### config.mk
export PLATFORM = sky130hd
export DESIGN_NAME = hs_slave_rx
export DESIGN_NICKNAME = d
export VERILOG_FILES = /design/src/rtl/hs_slave_rx.sv
export SDC_FILE = /design/constraint.sdc
export NUM_CORES = 1
export LEC_CHECK = 0
export BUFFER_PORTS_ARGS = -buffer_cell sky130_fd_sc_hd__buf_2
export CORE_MARGIN = 4
export CORE_UTILIZATION = 29
export CTS_CLUSTER_SIZE = 25
export DETAILED_ROUTE_END_ITERATION = 6
export GPL_TIMING_DRIVEN = 0
export PLACE_DENSITY = 0.54
export SLEW_MARGIN = 40
export SYNTH_ARGS = -nofsm -noshare
export SYNTH_HDL_FRONTEND = slang
export SYNTH_SLANG_ARGS = --single-unit
### constraint.sdc
create_clock -name clk -period 3 [get_ports clk]
set_input_delay 0 -clock clk [delete_from_list [all_inputs] [get_ports clk]]
set_output_delay 0 -clock clk [all_outputs]
set_load 0.03 [all_outputs]
### src/rtl/hs_slave_rx.sv
// hs_slave_rx: consumer end of the m_en/s_en valid/ready handshake.
//
// Words from the master are buffered in a DEPTH-entry FIFO and drained to
// data_out, one per cycle, while s_en is high. Accepted words are counted,
// and a sticky flag reports breaks in the master's incrementing data sequence.
//
// Handshake: a word transfers on a rising edge where in_valid && in_ready.
// in_ready comes only from the registered FIFO count, so it has no
// combinational path from in_valid or s_en. While in_ready is low, the master
// holds in_valid and in_data stable.
//
// Ports:
//   clk          system clock, rising-edge active
//   rst_n        asynchronous active-low reset
//   s_en         drain enable (synchronous)
//   in_valid     master presents a word
//   in_data      master word, sampled only on accept
//   in_ready     FIFO not full
//   data_out     last drained word, held between drains
//   data_out_vld one-cycle pulse on each drain
//   rx_cnt       accepted-word count, wraps at 16 bits
//   seq_err      sticky incrementing-sequence error
module hs_slave_rx #(
  parameter int WIDTH     = 8,
  parameter int DEPTH     = 4,
  parameter int CHECK_SEQ = 1
) (
  input  logic             clk,
  input  logic             rst_n,
  input  logic             s_en,
  input  logic             in_valid,
  input  logic [WIDTH-1:0] in_data,
  output logic             in_ready,
  output logic [WIDTH-1:0] data_out,
  output logic             data_out_vld,
  output logic [15:0]      rx_cnt,
  output logic             seq_err
);

  localparam int PTR_W = $clog2(DEPTH);
  localparam int CNT_W = PTR_W + 1;
  localparam logic [CNT_W-1:0] FULL_CNT = CNT_W'(DEPTH);

  logic [WIDTH-1:0] mem [DEPTH];
  logic [PTR_W-1:0] wr_ptr;
  logic [PTR_W-1:0] rd_ptr;
  logic [CNT_W-1:0] count;
  logic             armed;
  logic [WIDTH-1:0] expected;

  logic             accept;
  logic             drain;
  logic [WIDTH-1:0] rd_word;

  assign in_ready = (count != FULL_CNT);
  assign accept   = in_valid && in_ready;
  // An empty FIFO ignores s_en; a word written on this edge drains next edge.
  assign drain    = s_en && (count != '0);
  assign rd_word  = mem[rd_ptr];

  // Storage carries no reset: entries are only read after being written.
  always_ff @(posedge clk) begin
    if (accept) begin
      mem[wr_ptr] <= in_data;
    end
  end

  always_ff @(posedge clk or negedge rst_n) begin
    if (!rst_n) begin
      wr_ptr       <= '0;
      rd_ptr       <= '0;
      count        <= '0;
      data_out     <= '0;
      data_out_vld <= 1'b0;
      rx_cnt       <= '0;
      seq_err      <= 1'b0;
      armed        <= 1'b0;
      expected     <= '0;
    end else begin
      data_out_vld <= 1'b0;

      if (accept) begin
        // DEPTH is a power of two, so pointers wrap by natural overflow.
        wr_ptr <= wr_ptr + PTR_W'(1);
        rx_cnt <= rx_cnt + 16'd1;
      end

      if (drain) begin
        data_out     <= rd_word;
        data_out_vld <= 1'b1;
        rd_ptr       <= rd_ptr + PTR_W'(1);
        if (CHECK_SEQ != 0) begin
          // The first drain after reset only arms the checker. Expected
          // always reloads from the drained word, so a break flags once and
          // the checker resynchronises on the new sequence.
          if (armed && (rd_word != expected)) begin
            seq_err <= 1'b1;
          end
          expected <= rd_word + WIDTH'(1);
          armed    <= 1'b1;
        end
      end

      case ({accept, drain})
        2'b10:   count <= count + CNT_W'(1);
        2'b01:   count <= count - CNT_W'(1);
        default: count <= count;
      endcase
    end
  end

endmodule

# Word level (Yosys, flattened, before mapping)

Memories as Yosys holds them, arrays and structs flattened.
Cells that the tools add are included.

Register bits after elaboration: 42
RAM bits: 32
Input port bits: 12
Logic and storage cells: 30
Memories: 1

Memory list:

| memory | depth | width | rd ports | clocked after memory_dff | write ports | RTL line | RTL |
|---|---|---|---|---|---|---|---|
| mem    | 4     | 8     | 1        | 0                        | 1           | 44       | `logic [WIDTH-1:0] mem [DEPTH];` |

Add/subtract/negate cells: 6
Equality and inequality tests: 4
Muxes and demuxes: 4
Reductions and logical operators: 6

Operator list:

| cell                    | count |
|---|---|
| $add A16 B1 Y16 const B | 1 |
| $add A8 B1 Y8 const B   | 1 |
| $ne A8 B8 Y1            | 1 |
| $pmux W3 S2             | 1 |
| $add A2 B1 Y2 const B   | 2 |
| $add A3 B1 Y3 const B   | 1 |
| $logic_and A1 B1 Y1     | 3 |
| $mux W1                 | 3 |
| $ne A3 B3 Y1 const B    | 1 |
| $reduce_bool A3 Y1      | 1 |
| $sub A3 B1 Y3 const B   | 1 |
| $eq A2 B1 Y1 const B    | 1 |
| $eq A2 B2 Y1 const B    | 1 |
| $reduce_and A2 Y1       | 1 |
| $reduce_bool A2 Y1      | 1 |

# Longest topological paths before layout

Gate-level depths: netlist (run 1).

Depth in word-level cells: 4
Depth in mapped cells: 11

# Worst setup path after synthesis (run 1)

No wires, ideal clock.

Path kind: flip-flop to flip-flop
Start point: register count[0]
End point: register count[2]
Setup time: 0.079 ns
Arrival time: 2.253 ns
Slack: 0.668 ns
Cell stages (with the launch flop): 12
Path buffers: 2
Clock period less this slack: 2.332 ns
Cells stage by stage: dfrtp_1 or3b_1 buf_4 and2_1 buf_6 inv_4 ha_1 inv_1 fa_1 xor2_1 nor2_1 xor2_1

Word-level cells in the longest chain between the ends: 4
Elaborated cells on any way between the ends: 10

Ends and longest elaborated chain:

| element                                           | RTL line | RTL |
|---|---|---|
| start, declared                                   | 47       | `logic [CNT_W-1:0] count;` |
| start signal, assigned                            | 105      | `2'b10: count <= count + CNT_W'(1);` |
| start signal, assigned                            | 106      | `2'b01: count <= count - CNT_W'(1);` |
| start signal, assigned                            | 107      | `default: count <= count;` |
| $ne A3 B3 Y1 (*)                                  | 55       | `assign in_ready = (count != FULL_CNT);` |
| named net in_ready                                | 33       | `output logic in_ready,` |
| $logic_and A1 B1 Y1 (*)                           | 56       | `assign accept = in_valid && in_ready;` |
| $eq A2 B1 Y1 or $eq A2 B2 Y1 (tied branches)      | 104      | `case ({accept, drain})` |
| $pmux W3 S2 or $reduce_bool A2 Y1 (tied branches) | n/a      |  |

Mark *: on every way through the listed nets, which the timed path passes. The rest lies on a longest branch.
A chain may end at the register's enable or synchronous reset.

# Final worst setup path (run 1)

Start point: register count[0]
End point: register count[2]

Word-level cells in the longest chain between the ends: 4
Elaborated cells on any way between the ends: 10

Ends and longest elaborated chain:

| element                                            | RTL line |
|---|---|
| $ne A3 B3 Y1 or $reduce_bool A3 Y1 (tied branches) | 55, 58 |
| $logic_and A1 B1 Y1 (on tied branches)             | 56, 58 |
| $eq A2 B1 Y1 or $eq A2 B2 Y1 (tied branches)       | 104 |
| $pmux W3 S2 or $reduce_bool A2 Y1 (tied branches)  | n/a |

Several ways; a longest one is shown, not always the timed one.

==> run summary, run 1 <==
Data on the critical path arrives at its endpoint at 2700 ps. Dividing the detail-routed via count by the number of cells gives 4.54. The total number of vias is 2115. met2 is the most crowded layer. The number of max-capacitance violations reported came out at 0. Setup repair after global routing left no endpoint under its margin. The core region is 11500 um^2.

The flow ran to the end, and the final reports show no timing, DRC or antenna violations. The leakage power figure is 1.80 nW. STA classifies the critical path endpoint as a flip-flop. The slew at the pin with the worst max-slew slack came out at 550 ps.

The number of iterations in the first detailed-routing pass came out at 4. TritonCTS built the clock tree. The synthesized area is 3440 um^2. The total number of yosys warnings is 0.

The worst setup path is of the flip-flop to flip-flop kind. The I/O pin count is 39. Across all hold checks on the routed design, the worst slack comes to 56.9 ps. The highest ir drop seen on vdd is 0.284 mV. The share of async-settable or async-resettable flops after synthesis is 56.8%. The post-route antenna net violation count came out at 0. The aggregate global-route resource usage is 11.1%. The wire length of the first global-routing pass is 11500 um.

The met3 track utilization from global routing came out at 2.72%. The number of buffers inserted during clock tree synthesis is 9. In this run the core area contains 39 standard-cell rows.

The most used cell along the critical path is sky130_fd_sc_hd__xor2_1. The worst path in the final design needs a cycle of 2440 ps, including I/O delays and setup. The HPWL reported at the end of detailed placement came out at 4960 um. The maximum number of pins on one net before global-route repair is 43.

The final worst clock skew is 8.05 ps. The total clock sinks is 74. The number of setup violations in the final report is 0. The synthesized area divided by synthesized cell count came out at 13.2 um^2. The area of the die came out at 13700 um^2. The weighted congestion reported at the end of routability-driven placement came out at 0.742. For this run the aggregate overflow at the end of global routing stands at 0.

For the worst setup path, the data required time is 3260 ps. In the final routed layout, each cell accounts on average for 14.9 um. The final standard cell count with taps included and fillers excluded is 466. Static timing analysis puts the maximum clock frequency at 0.409 GHz. The fraction of met1 tracks used by global routing is 14.7%. The die extent in y came out at 117 um. The worst-path cell with the longest stage delay is sky130_fd_sc_hd__dfrtp_1.

The maximum buffer depth of the clock tree is 2. The worst setup path is launched from a flip-flop. The minimum setup slack among reg-to-reg paths came out at 560 ps. The global-route met2 utilization came out at 17.2%. The clock-pin slew on the worst setup and hold paths came out at 60 ps.

The biggest cell delay along the critical path came out at 440 ps. The part of the Yosys area used for sequential elements came out at 58.4%. Traced cell by cell, the critical path runs through or3b_1, buf_4, and2_1, buf_6, inv_4, ha_1, inv_1, fa_1, xor2_1, nor2_1, xor2_1. Measured along the x axis, the die boundary spans 117 um. The first routing iteration left 97 violations. The area added between synthesis and finish came out at 23.1%. The count of placed standard cells including taps is 441. The total inserted antenna cells came out at 0. In this run, synthesis inferred 32 flip-flops with an integrated enable. In this run the power density over the cells is 1050 nW/um^2. The setup fix buffers added after clock tree synthesis came out at 0. The final number of max-transition violations came out at 0. The number of antenna violations at the first check in global routing was 0. The net count of the finished layout is 338. The count of distinct cell types in the synthesized netlist is 44.

The via count of the first global-routing pass came out at 2201. The maximum level of the CTS H-tree is 3. The insertion delay to the later sink of the worst-skew pair came out at 330 ps. The final critical path takes up 81.5% of the cycle. The proportion of layout cells with a drive suffix above 1 is 23.2%.

The wire length after detailed routing is 6940 um. The setup TNS after final layout is 0 ps. Port buffering added 38 buffers. The gate count after technology mapping is 260. The worst pin sits at a relative slew slack of 63.3%. The number of hold-slack violations in the final timing report came to 0. The main flop type after synthesis is sky130_fd_sc_hd__dfrtp_1. The tightest min-delay check is of the input port to flip-flop type. The number of nets produced by synthesis is 280.

The maximum fanout along the worst path came out at 7. In the routed design, unresolved DRC markers number 0. The count of state elements after synthesis is 74.

The starting density of the core is 29.9%. The clock root buffer is sky130_fd_sc_hd__clkbuf_16.
[placed cells by master, fill, tap and decap left out, types with 2 or more instances in the layout]
cell type,Yosys,layout
sky130_fd_sc_hd__dfrtp_1,42,42
sky130_fd_sc_hd__nand2_1,37,37
sky130_fd_sc_hd__buf_2,0,37
sky130_fd_sc_hd__edfxtp_1,32,32
sky130_fd_sc_hd__xnor2_1,25,25
sky130_fd_sc_hd__mux2i_1,14,14
sky130_fd_sc_hd__xor2_1,13,13
sky130_fd_sc_hd__nand3_1,11,11
sky130_fd_sc_hd__o21ai_0,9,9
sky130_fd_sc_hd__clkbuf_16,0,9
sky130_fd_sc_hd__dlygate4sd3_1,0,9
sky130_fd_sc_hd__inv_1,8,8
sky130_fd_sc_hd__ha_1,7,7
sky130_fd_sc_hd__mux4_2,6,6
sky130_fd_sc_hd__and3_1,6,6
sky130_fd_sc_hd__nor2_1,6,6
sky130_fd_sc_hd__clkbuf_1,3,4
sky130_fd_sc_hd__buf_6,3,3
sky130_fd_sc_hd__buf_4,2,3
sky130_fd_sc_hd__o21ai_1,3,3
sky130_fd_sc_hd__nand4_1,3,3
sky130_fd_sc_hd__nor3_1,2,2
sky130_fd_sc_hd__nor4_1,2,2
sky130_fd_sc_hd__nor4_4,2,2
sky130_fd_sc_hd__a21oi_1,2,2
sky130_fd_sc_hd__bufinv_16,0,2
[per-layer routing]
metal,share of wire (%),vias to the layer above
met3,4.1,12
met5,0,-
met2,45,36
met1,49,1033
met4,2.1,0
li1,-,1034
[stage by stage]
step / utilization [%] / setup slack, ps / total power, mW / area, um^2
final: 36.8 / 556 / 4.44 / 4240
after global routing: 36.8 / 394 / 4.74 / 4240
after CTS: 36.7 / 134 / 4.48 / 4230
after detailed placement: 33.1 / 174 / 3.32 / 3820
after global placement: 33.1 / 189 / 3.28 / 3810
after floorplan: - / 668 / 2.87 / 3440
[registers in the layout, indices dropped and copies added, names as in the netlist]
| register | flops |
|---|---|
| count | 3 |
| data_out | 8 |
| rd_ptr | 2 |
| rx_cnt | 16 |
| data_out_vld | 1 |
| mem | 32 |
| wr_ptr | 2 |
| seq_err | 1 |
| expected | 8 |
| armed | 1 |
[path summary, 6_finish.rpt]
path                       startpoint          end  cells after the start
hold reg to reg            rx_cnt[15]   rx_cnt[15]                      1
setup reg to reg             count[0]     count[2]                     11
max in group asynchronous       rst_n  expected[4]                      2
min in group asynchronous       rst_n   rx_cnt[15]                      2
hold / removal                   s_en        armed                      3
setup / recovery             count[0]     count[2]                     11
[power breakdown]
| group | leakage [nW] | switching, mW | total, mW | internal (mW) |
|---|---|---|---|---|
| clock network | 0.157 | 0.395 | 1.14 | 0.748 |
| registers | 0.807 | 0.227 | 1.59 | 1.36 |
| logic | 0.835 | 0.995 | 1.71 | 0.712 |
| total | 1.80 | 1.62 | 4.44 | 2.82 |
[cells in the mapped netlist, types with 6 or more instances]
cell,instances,area (um^2)
sky130_fd_sc_hd__dfrtp_1,42,1050
sky130_fd_sc_hd__xnor2_1,25,219
sky130_fd_sc_hd__edfxtp_1,32,961
sky130_fd_sc_hd__mux4_2,6,135
sky130_fd_sc_hd__o21ai_0,9,45.0
sky130_fd_sc_hd__nor2_1,6,22.5
sky130_fd_sc_hd__ha_1,7,87.6
sky130_fd_sc_hd__and3_1,6,37.5
sky130_fd_sc_hd__xor2_1,13,114
sky130_fd_sc_hd__nand3_1,11,55.1
sky130_fd_sc_hd__mux2i_1,14,140
sky130_fd_sc_hd__nand2_1,37,139
sky130_fd_sc_hd__inv_1,8,30.0
[what timing repair did]
action | 4_1_cts | 5_1_grt
hold buffers | 9 | 0
resized for setup | 0 | 2
endpoints found under the hold margin | 74 | 0
endpoints found under the setup margin | 0 | 2
[critical path: cells and delay by family, from the launching register on]
kind,cells,cell delay (ps)
buf+inv,4,440
simple gates,3,640
flops,1,440
fa+ha+maj,2,560
xor+xnor,2,290
[cells by family (layout without fill, tap and decap cells)]
| group | count (synthesis) | after routing | share of synthesized area (%) |
|---|---|---|---|
| flops | 74 | 74 | 58.4 |
| mux | 24 | 24 | 9.92 |
| simple gates | 76 | 76 | 11.2 |
| buf+inv | 19 | 82 | 3.49 |
| compound gates | 21 | 21 | 4.18 |
| fa+ha+maj | 8 | 8 | 3.12 |
| xor+xnor | 38 | 38 | 9.66 |
[layout make-up]
type,count,area [um^2]
timing repair buffer,47,283
fill,1128,7280
tap,143,179
multi-input combinational,167,1320
clock inverter,5,77.6
clock buffer,11,243
buffer,9,80.1
inverter,10,43.8
sequential,74,2010
Note: power is estimated with default switching activity, not from simulation.
==> run 2: changes to the inputs <==
PLACE_DENSITY = 0.56   (was 0.54)
clock period = 2.1 ns   (was 3 ns; I/O delays follow)
==> run 2 against run 1 <==
  * Non-clock buffer count increased by 7
  * Core utilization increased by 0.88 points
  * Combinational power increased by 50%
  * Clock skew decreased by 2.3 ps
  * First-iteration DRC count increased by 1.0%
  * Die area unchanged
  * Setup slack got worse by 480 ps
  * Sequential share of layout area decreased by 1.1 points
  * Critical path depth decreased by 2
  * Critical path type unchanged
  * Largest power group unchanged
==> run summary, run 2 (synthesized netlist as in run 1, its figures left out) <==
The data required time of the critical path came out at 2350 ps. The area taken by multi-input logic gates is 1340 um^2. The post-layout worst setup margin came out at 78.6 ps. The area growth from synthesis to layout is 26.0%. The flip-flop and latch area is 2010 um^2.

The number of iterations in the first detailed-routing pass came out at 5. The number of vias per cell is 4.51. The total of fill cells in the finished design came out at 1088.

The worst slew slack as a fraction of its limit came out at 64.4%. Input and output buffers added on the ports amount to 38. The total number of vias came out at 2131. Data arrives at the worst endpoint at 2280 ps. The placed instance area came out at 3840 um^2. The largest registers in the layout are mem x32, rx_cnt x16. The number of hold-slack violations in the final timing report is 0. The tightest min-delay check is of the input port to asynchronous set/reset pin type. The run finished with clean final reports.

The start point of the critical path is count[1]. The minimum setup slack among reg-to-reg paths is 80 ps. Setup violations remaining at the end of the flow were counted as 0. The final worst clock skew came out at 5.72 ps. The area of the die is 13700 um^2. The starting density of the core came out at 29.9%.

The maximum level of the CTS H-tree is 3. The post-detailed-route wirelength per cell came out at 14.5 um. The insertion delay to the later sink of the worst-skew pair is 330 ps. The classification of the worst setup path is flip-flop to flip-flop. The final routed DRC violation total came out at 0. The post-route antenna net violation count came out at 0. The aggregate global-route resource usage came out at 10.7%. The library cell used most frequently in the layout, excluding fill and tap cells, is sky130_fd_sc_hd__dfrtp_1. The power per unit of standard cell area is 1510 nW/um^2. Across the VDD grid, the largest voltage drop is 0.384 mV. The worst setup path is captured at a flip-flop. The number of antenna diodes in the final layout is 0. The final number of max-transition violations was 0.

The register with the most flip-flops in the layout has 32 of them. The biggest cell delay along the critical path came out at 400 ps. After detailed routing, the total wire length is 6860 um. The pre-CTS setup slack is -573 ps.

Entering global routing, the biggest net connects 43 pins. The horizontal extent of the die came out at 117 um. The net count of the finished layout came out at 345. Counting flops per register, the top entry is mem. The worst register-to-register path begins at count[1].

The standard-cell row count came out at 39. The slowest stage of the critical path is the sky130_fd_sc_hd__or3b_4 cell. The wire-length estimate of the detail-placed layout is 4800 um. The placeable core region came out at 11500 um^2. The signal on the critical path passes through or3b_4, and2_4, inv_8, ha_4, inv_2, fa_2, xor2_1, nor2_1, xor2_1. The smallest clock period supported by the final layout is computed as 2020 ps. The cell that appears most often on the critical path is sky130_fd_sc_hd__xor2_1. The worst setup path endpoint is count[2]. The via count of the first global-routing pass is 2076. The ratio of final minimum period to clock period is 96.3%. The highest achievable clock rate is 0.495 GHz. The weighted congestion reported at the end of routability-driven placement is 0.781. Of all nets on the critical path, the largest fanout is 3. The proportion of layout cells with a drive suffix above 1 came out at 26.4%. The die extent in y came out at 117 um. The slew at the pin with the worst max-slew slack came out at 533 ps.

Across the run, the number of max-cap violations was 0. The I/O pin count is 39. Counting cells, the worst reg-to-reg path comes to 9. After the first detailed-routing iteration, the DRC count stood at 98.

The final cell area excluding filler cells came out at 4340 um^2. The leakage power figure came out at 1.84 nW. The first global-routing pass estimated 11000 um of wire. TritonCTS created 9 clock buffers.

The total clock sinks came out at 74. The total congestion overflow is 0. The capturing point of the worst reg2reg path is count[2]. In this run the clock root is driven by a sky130_fd_sc_hd__clkbuf_16. The number of antenna violations at the first check in global routing came out at 0.

STA classifies the critical path startpoint as a flip-flop. The maximum buffer depth of the clock tree is 2. The clock-pin slew on the worst setup and hold paths is 60 ps.

In the layout the commonest cells are 42 x sky130_fd_sc_hd__dfrtp_1, 37 x sky130_fd_sc_hd__nand2_1, 37 x sky130_fd_sc_hd__buf_2, 32 x sky130_fd_sc_hd__edfxtp_1, 25 x sky130_fd_sc_hd__xnor2_1. The CTS tree is done. The worst hold margin is 185 ps.
[run 2: layout make-up]
cell class / count / area share [%]
Buffer: 7 / 1.41
Clock buffer: 10 / 5.28
Clock inverter: 6 / 2.65
Inverter: 10 / 1.15
Multi-Input combinational cell: 167 / 30.9
Sequential cell: 74 / 46.4
Tap cell: 143 / 4.12
Timing Repair Buffer: 56 / 8.13
[run 2: worst min path at each step]
stage	from	endpoint	slack, ps	cells past startpoint
2_1_floorplan	rst_n	armed	-300	0
3_3_place_gp	rst_n	rx_cnt[15]	200	1
3_5_place_dp	rst_n	rx_cnt[14]	30	1
4_1_cts	in_valid	rx_cnt[1]	120	4
5_1_grt	rst_n	rx_cnt[15]	240	2
6_report	rst_n	rx_cnt[14]	190	2
[run 2: power breakdown]
| part | switching (mW) | total, mW | internal [mW] | leakage (nW) |
|---|---|---|---|---|
| clock network | 0.594 | 1.76 | 1.16 | 0.163 |
| registers | 0.302 | 2.25 | 1.95 | 0.807 |
| logic | 1.47 | 2.56 | 1.10 | 0.874 |
[run 2: through the flow]
step,util [%],power (mW),setup TNS [ps],std cells
after floorplan,-,4.14,-149,260
after global placement,33.3,4.72,-1140,441
after detailed placement,33.4,4.77,-1240,441
after CTS,37.6,6.63,0,471
after global routing,37.7,6.97,-2.03,473
final,37.7,6.57,0,473
[run 2: repair_timing]
action	CTS	global route
endpoints found under the setup margin	3	1
hold endpoints to repair	75	0
hold buffers	10	0
buffers inserted	6	2
pin swaps	4	1
gates resized for setup	4	0
[run 2: layer usage]
metal  vias up  part of all wire [%]  track usage, %
met2        31                    46            16.0
met3        14                   3.8            2.01
li1       1053                     -               -
met4         0                   2.8            6.42
met5         -                     0               0
met1      1033                    47            14.4
[run 2: critical path, delay by kind of cell, from the launching register on]
kind | cells | cell delay, ps
AND/OR/NAND/NOR | 3 | 720
adder cells (fa/ha/maj) | 2 | 450
flip-flops | 1 | 380
XOR/XNOR | 2 | 290
buffers and inverters | 2 | 80
==> run 3: changes to the inputs <==
PLACE_DENSITY = 0.54   (was 0.56)
clock period = 2.6 ns   (was 2.1 ns; I/O delays follow)
==> run 3 against run 2 <==
  * Register-to-register slack better by 80 ps
  * Total power is 22% lower
  * Clock power is 25% lower
  * Wire length is 1.2% higher
  * Non-clock buffer count is 7 lower
  * Via count is 0.75% lower
  * Core utilization is 0.90 points lower
  * Combinational power is 23% lower
  * Global-route usage is 0.36 points higher
  * Sequential share of layout area is 1.1 points higher
  * Sequential power is 19% lower
  * Critical path depth is 2 higher
  * Critical endpoint unchanged
==> run summary, run 3 (synthesized netlist as in run 1, its figures left out) <==
The I/O pin count is 39. TritonCTS built the clock tree. The power dissipated by switching net loads came out at 1.86 mW. The slew at the pin with the worst max-slew slack came out at 550 ps. The leakage power figure came out at 1.80 nW. The power per unit of standard cell area is 1210 nW/um^2. The number of setup violations in the final report came out at 0.

The flip-flop count of the largest register, all copies and words added is 32. The number of cells on the worst reg-to-reg path is 11. For the worst setup path, the data required time is 2860 ps.

The die extent in y is 117 um. The placeable core region is 11500 um^2. The startpoint identified for the worst register-to-register timing path is count[0]. The area added between synthesis and finish is 23.0%. The maximum fanout along the worst path is 7. The clock network power share is 25.8%. VDD sags by at most 0.328 mV. The wire length of the first global-routing pass came out at 11500 um. Among the stages of the critical path, the cell type that occurs most often is sky130_fd_sc_hd__xor2_1. The proportion of layout cells with a drive suffix above 1 came out at 23.2%. Max-cap violations in this run came to 0. The run finished with clean final reports. The terminating pin of the worst hold path is armed. The routed design uses 282 um of met3 wire. The worst hold margin came out at 47.1 ps. The worst-path cell with the longest stage delay is sky130_fd_sc_hd__dfrtp_1. The tree is rooted in a sky130_fd_sc_hd__clkbuf_16. The top cell types in the final layout, fill and taps aside, are 42 x sky130_fd_sc_hd__dfrtp_1, 37 x sky130_fd_sc_hd__nand2_1, 37 x sky130_fd_sc_hd__buf_2, 32 x sky130_fd_sc_hd__edfxtp_1, 25 x sky130_fd_sc_hd__xnor2_1. The aggregate global-route resource usage came out at 11.0%. The number of buffers inserted during clock tree synthesis came out at 9. The via count of the first global-routing pass came to 2202. The insertion delay to the later sink of the worst-skew pair is 330 ps. Dividing the detail-routed via count by the number of cells gives 4.54. The worst slew slack as a fraction of its limit came out at 63.3%. The number of buffers and inverters on the critical path is 4. STA classifies the critical path startpoint as a flip-flop. The cell family contributing the most delay on the critical path is simple AND/OR/NAND/NOR gates.

Across the whole layout, storage elements account for 2010 um^2. Summed over all nets, the half-perimeter wirelength after detailed placement is 4960 um. The maximum level of the CTS H-tree came out at 3. For this run, the top clock speed supported by timing is 0.409 GHz. The number of iterations in the first detailed-routing pass is 4. The register with the most flip-flops in the final layout is mem. The minimum setup slack among reg-to-reg paths is 160 ps. For this design, the sink count on the clock tree is 74. The critical path in this run is classified as flip-flop to flip-flop.

The proportion of power drawn by combinational gates is 38.4%. The detail route stage leaves a number of antenna-violating nets equal to 0. The utilization of the core after routing is 36.8%. Internal power comes to 3.26 mW. Detailed routing inserted a total of 2115 vias. The total congestion overflow is 0. After the first detailed-routing iteration, the DRC count stood at 99. The area of the die came out at 13700 um^2. Data arrives at the worst endpoint at 2700 ps. The number of hold-slack violations in the final timing report came out at 0.

In the final design database the tool counted 338 nets. The setup fix buffers added after clock tree synthesis came out at 0. In this run the horizontal extent of the chip is 117 um. In this run the worst hold path is classified as input port to flip-flop. The starting density of the core is 29.9%. The beginning of the worst hold path is s_en.

The capturing point of the worst reg2reg path is count[2]. The clock-pin slew on the worst setup and hold paths is 60 ps. The ratio of final minimum period to clock period is 94.0%. The worst setup path is captured at a flip-flop.

The final critical path time including I/O delays and setup is 2440 ps. The final worst clock skew is 8.04 ps. On the worst path, the slowest cell contributes a delay of 440 ps. After detailed routing, the number of remaining DRC violations is 0. The fraction of power spent switching nets came out at 36.4%. The sequential power share is 35.8%. Wires add up to 6940 um. The maximum number of pins on one net before global-route repair came out at 43. The total routed wire length on the met1 layer came out at 3380 um. The initialized floorplan defines 39 standard-cell rows. Setup repair after global routing left no endpoint under its margin. In this run the top signal layer used is met4. The maximum buffer depth of the clock tree came out at 2. In the final timing run, aggregate negative setup slack is 0 ps. The critical path goes through or3b_1, buf_4, and2_1, buf_6, inv_4, ha_1, inv_1, fa_1, xor2_1, nor2_1, xor2_1. The total inserted antenna cells came out at 0. Counting instances, the worst hold path has a depth of 3.

The area taken by multi-input logic gates came out at 1320 um^2. The final number of max-transition violations is 0. The length of routed met2 wiring is 3130 um.

The layout has 1129 filler cells. In this run the tool buffered the top-level ports with 38 buffer cells. The number of antenna violations at the first check in global routing came to 0. At the end of routability-driven placement, the weighted congestion stood at 0.742. In the final layout, the registers with the most flip-flops are mem x32, rx_cnt x16. The post-detailed-route wirelength per cell came out at 14.9 um. The library cell used most frequently in the layout, excluding fill and tap cells, is sky130_fd_sc_hd__dfrtp_1.
## run 3: final cells by class
| cell class | instances | area share, % |
|---|---|---|
| Timing Repair Buffer | 47 | 6.67 |
| Clock buffer | 11 | 5.73 |
| Buffer | 9 | 1.89 |
| Tap cell | 143 | 4.22 |
| Multi-Input combinational cell | 167 | 31.2 |
| Inverter | 10 | 0.975 |
| Sequential cell | 74 | 47.5 |
| Clock inverter | 5 | 1.83 |
## run 3: routing by layer
layer  track usage, %  vias to the layer above
met5                0                        -
met4             4.82                        0
met3             2.72                       12
met2             17.2                       36
met1             14.7                     1033
li1                 -                     1034
## run 3: worst max-delay path by stage
stage,startpoint,to,slack [ps],depth (start not counted)
after floorplan,count[0],count[2],270,11
after global placement,count[0],count[2],-210,8
after detailed placement,count[0],count[2],-230,8
after CTS,count[0],count[2],120,11
after global routing,count[0],count[2],7,11
final,count[0],count[2],160,11
## run 3: per-stage QoR
| stage | cells | setup WS [ps] | instance area [um^2] | total power, mW |
|---|---|---|---|---|
| after floorplan | 260 | 268 | 3440 | 3.32 |
| after global placement | 441 | -211 | 3810 | 3.79 |
| after detailed placement | 441 | -226 | 3820 | 3.83 |
| after CTS | 466 | 125 | 4240 | 5.19 |
| after global routing | 466 | 6.96 | 4240 | 5.47 |
| final | 466 | 156 | 4240 | 5.12 |
## run 3: worst register-to-register path: cells and delay by family (launching register included)
family,cells,cell delay [ps]
XOR/XNOR,2,290
buffers and inverters,4,440
flip-flops,1,440
AND/OR/NAND/NOR,3,640
adder cells (fa/ha/maj),2,560
## run 3: timing repair
action | in CTS | in global routing
gates resized for setup | 2 | 0
endpoints found under the setup margin | 2 | 0
endpoints found under the hold margin | 74 | 0
hold buffers | 9 | 0
## run 3: power groups by stage
stage	clock network (mW)	registers (mW)	logic [mW]
4_1_cts	1.35	1.84	2.00
2_1_floorplan	0	2.01	1.30
5_1_grt	1.39	1.89	2.19
6_report	1.32	1.83	1.97
3_5_place_dp	0	1.85	1.98
3_3_place_gp	0	1.84	1.95
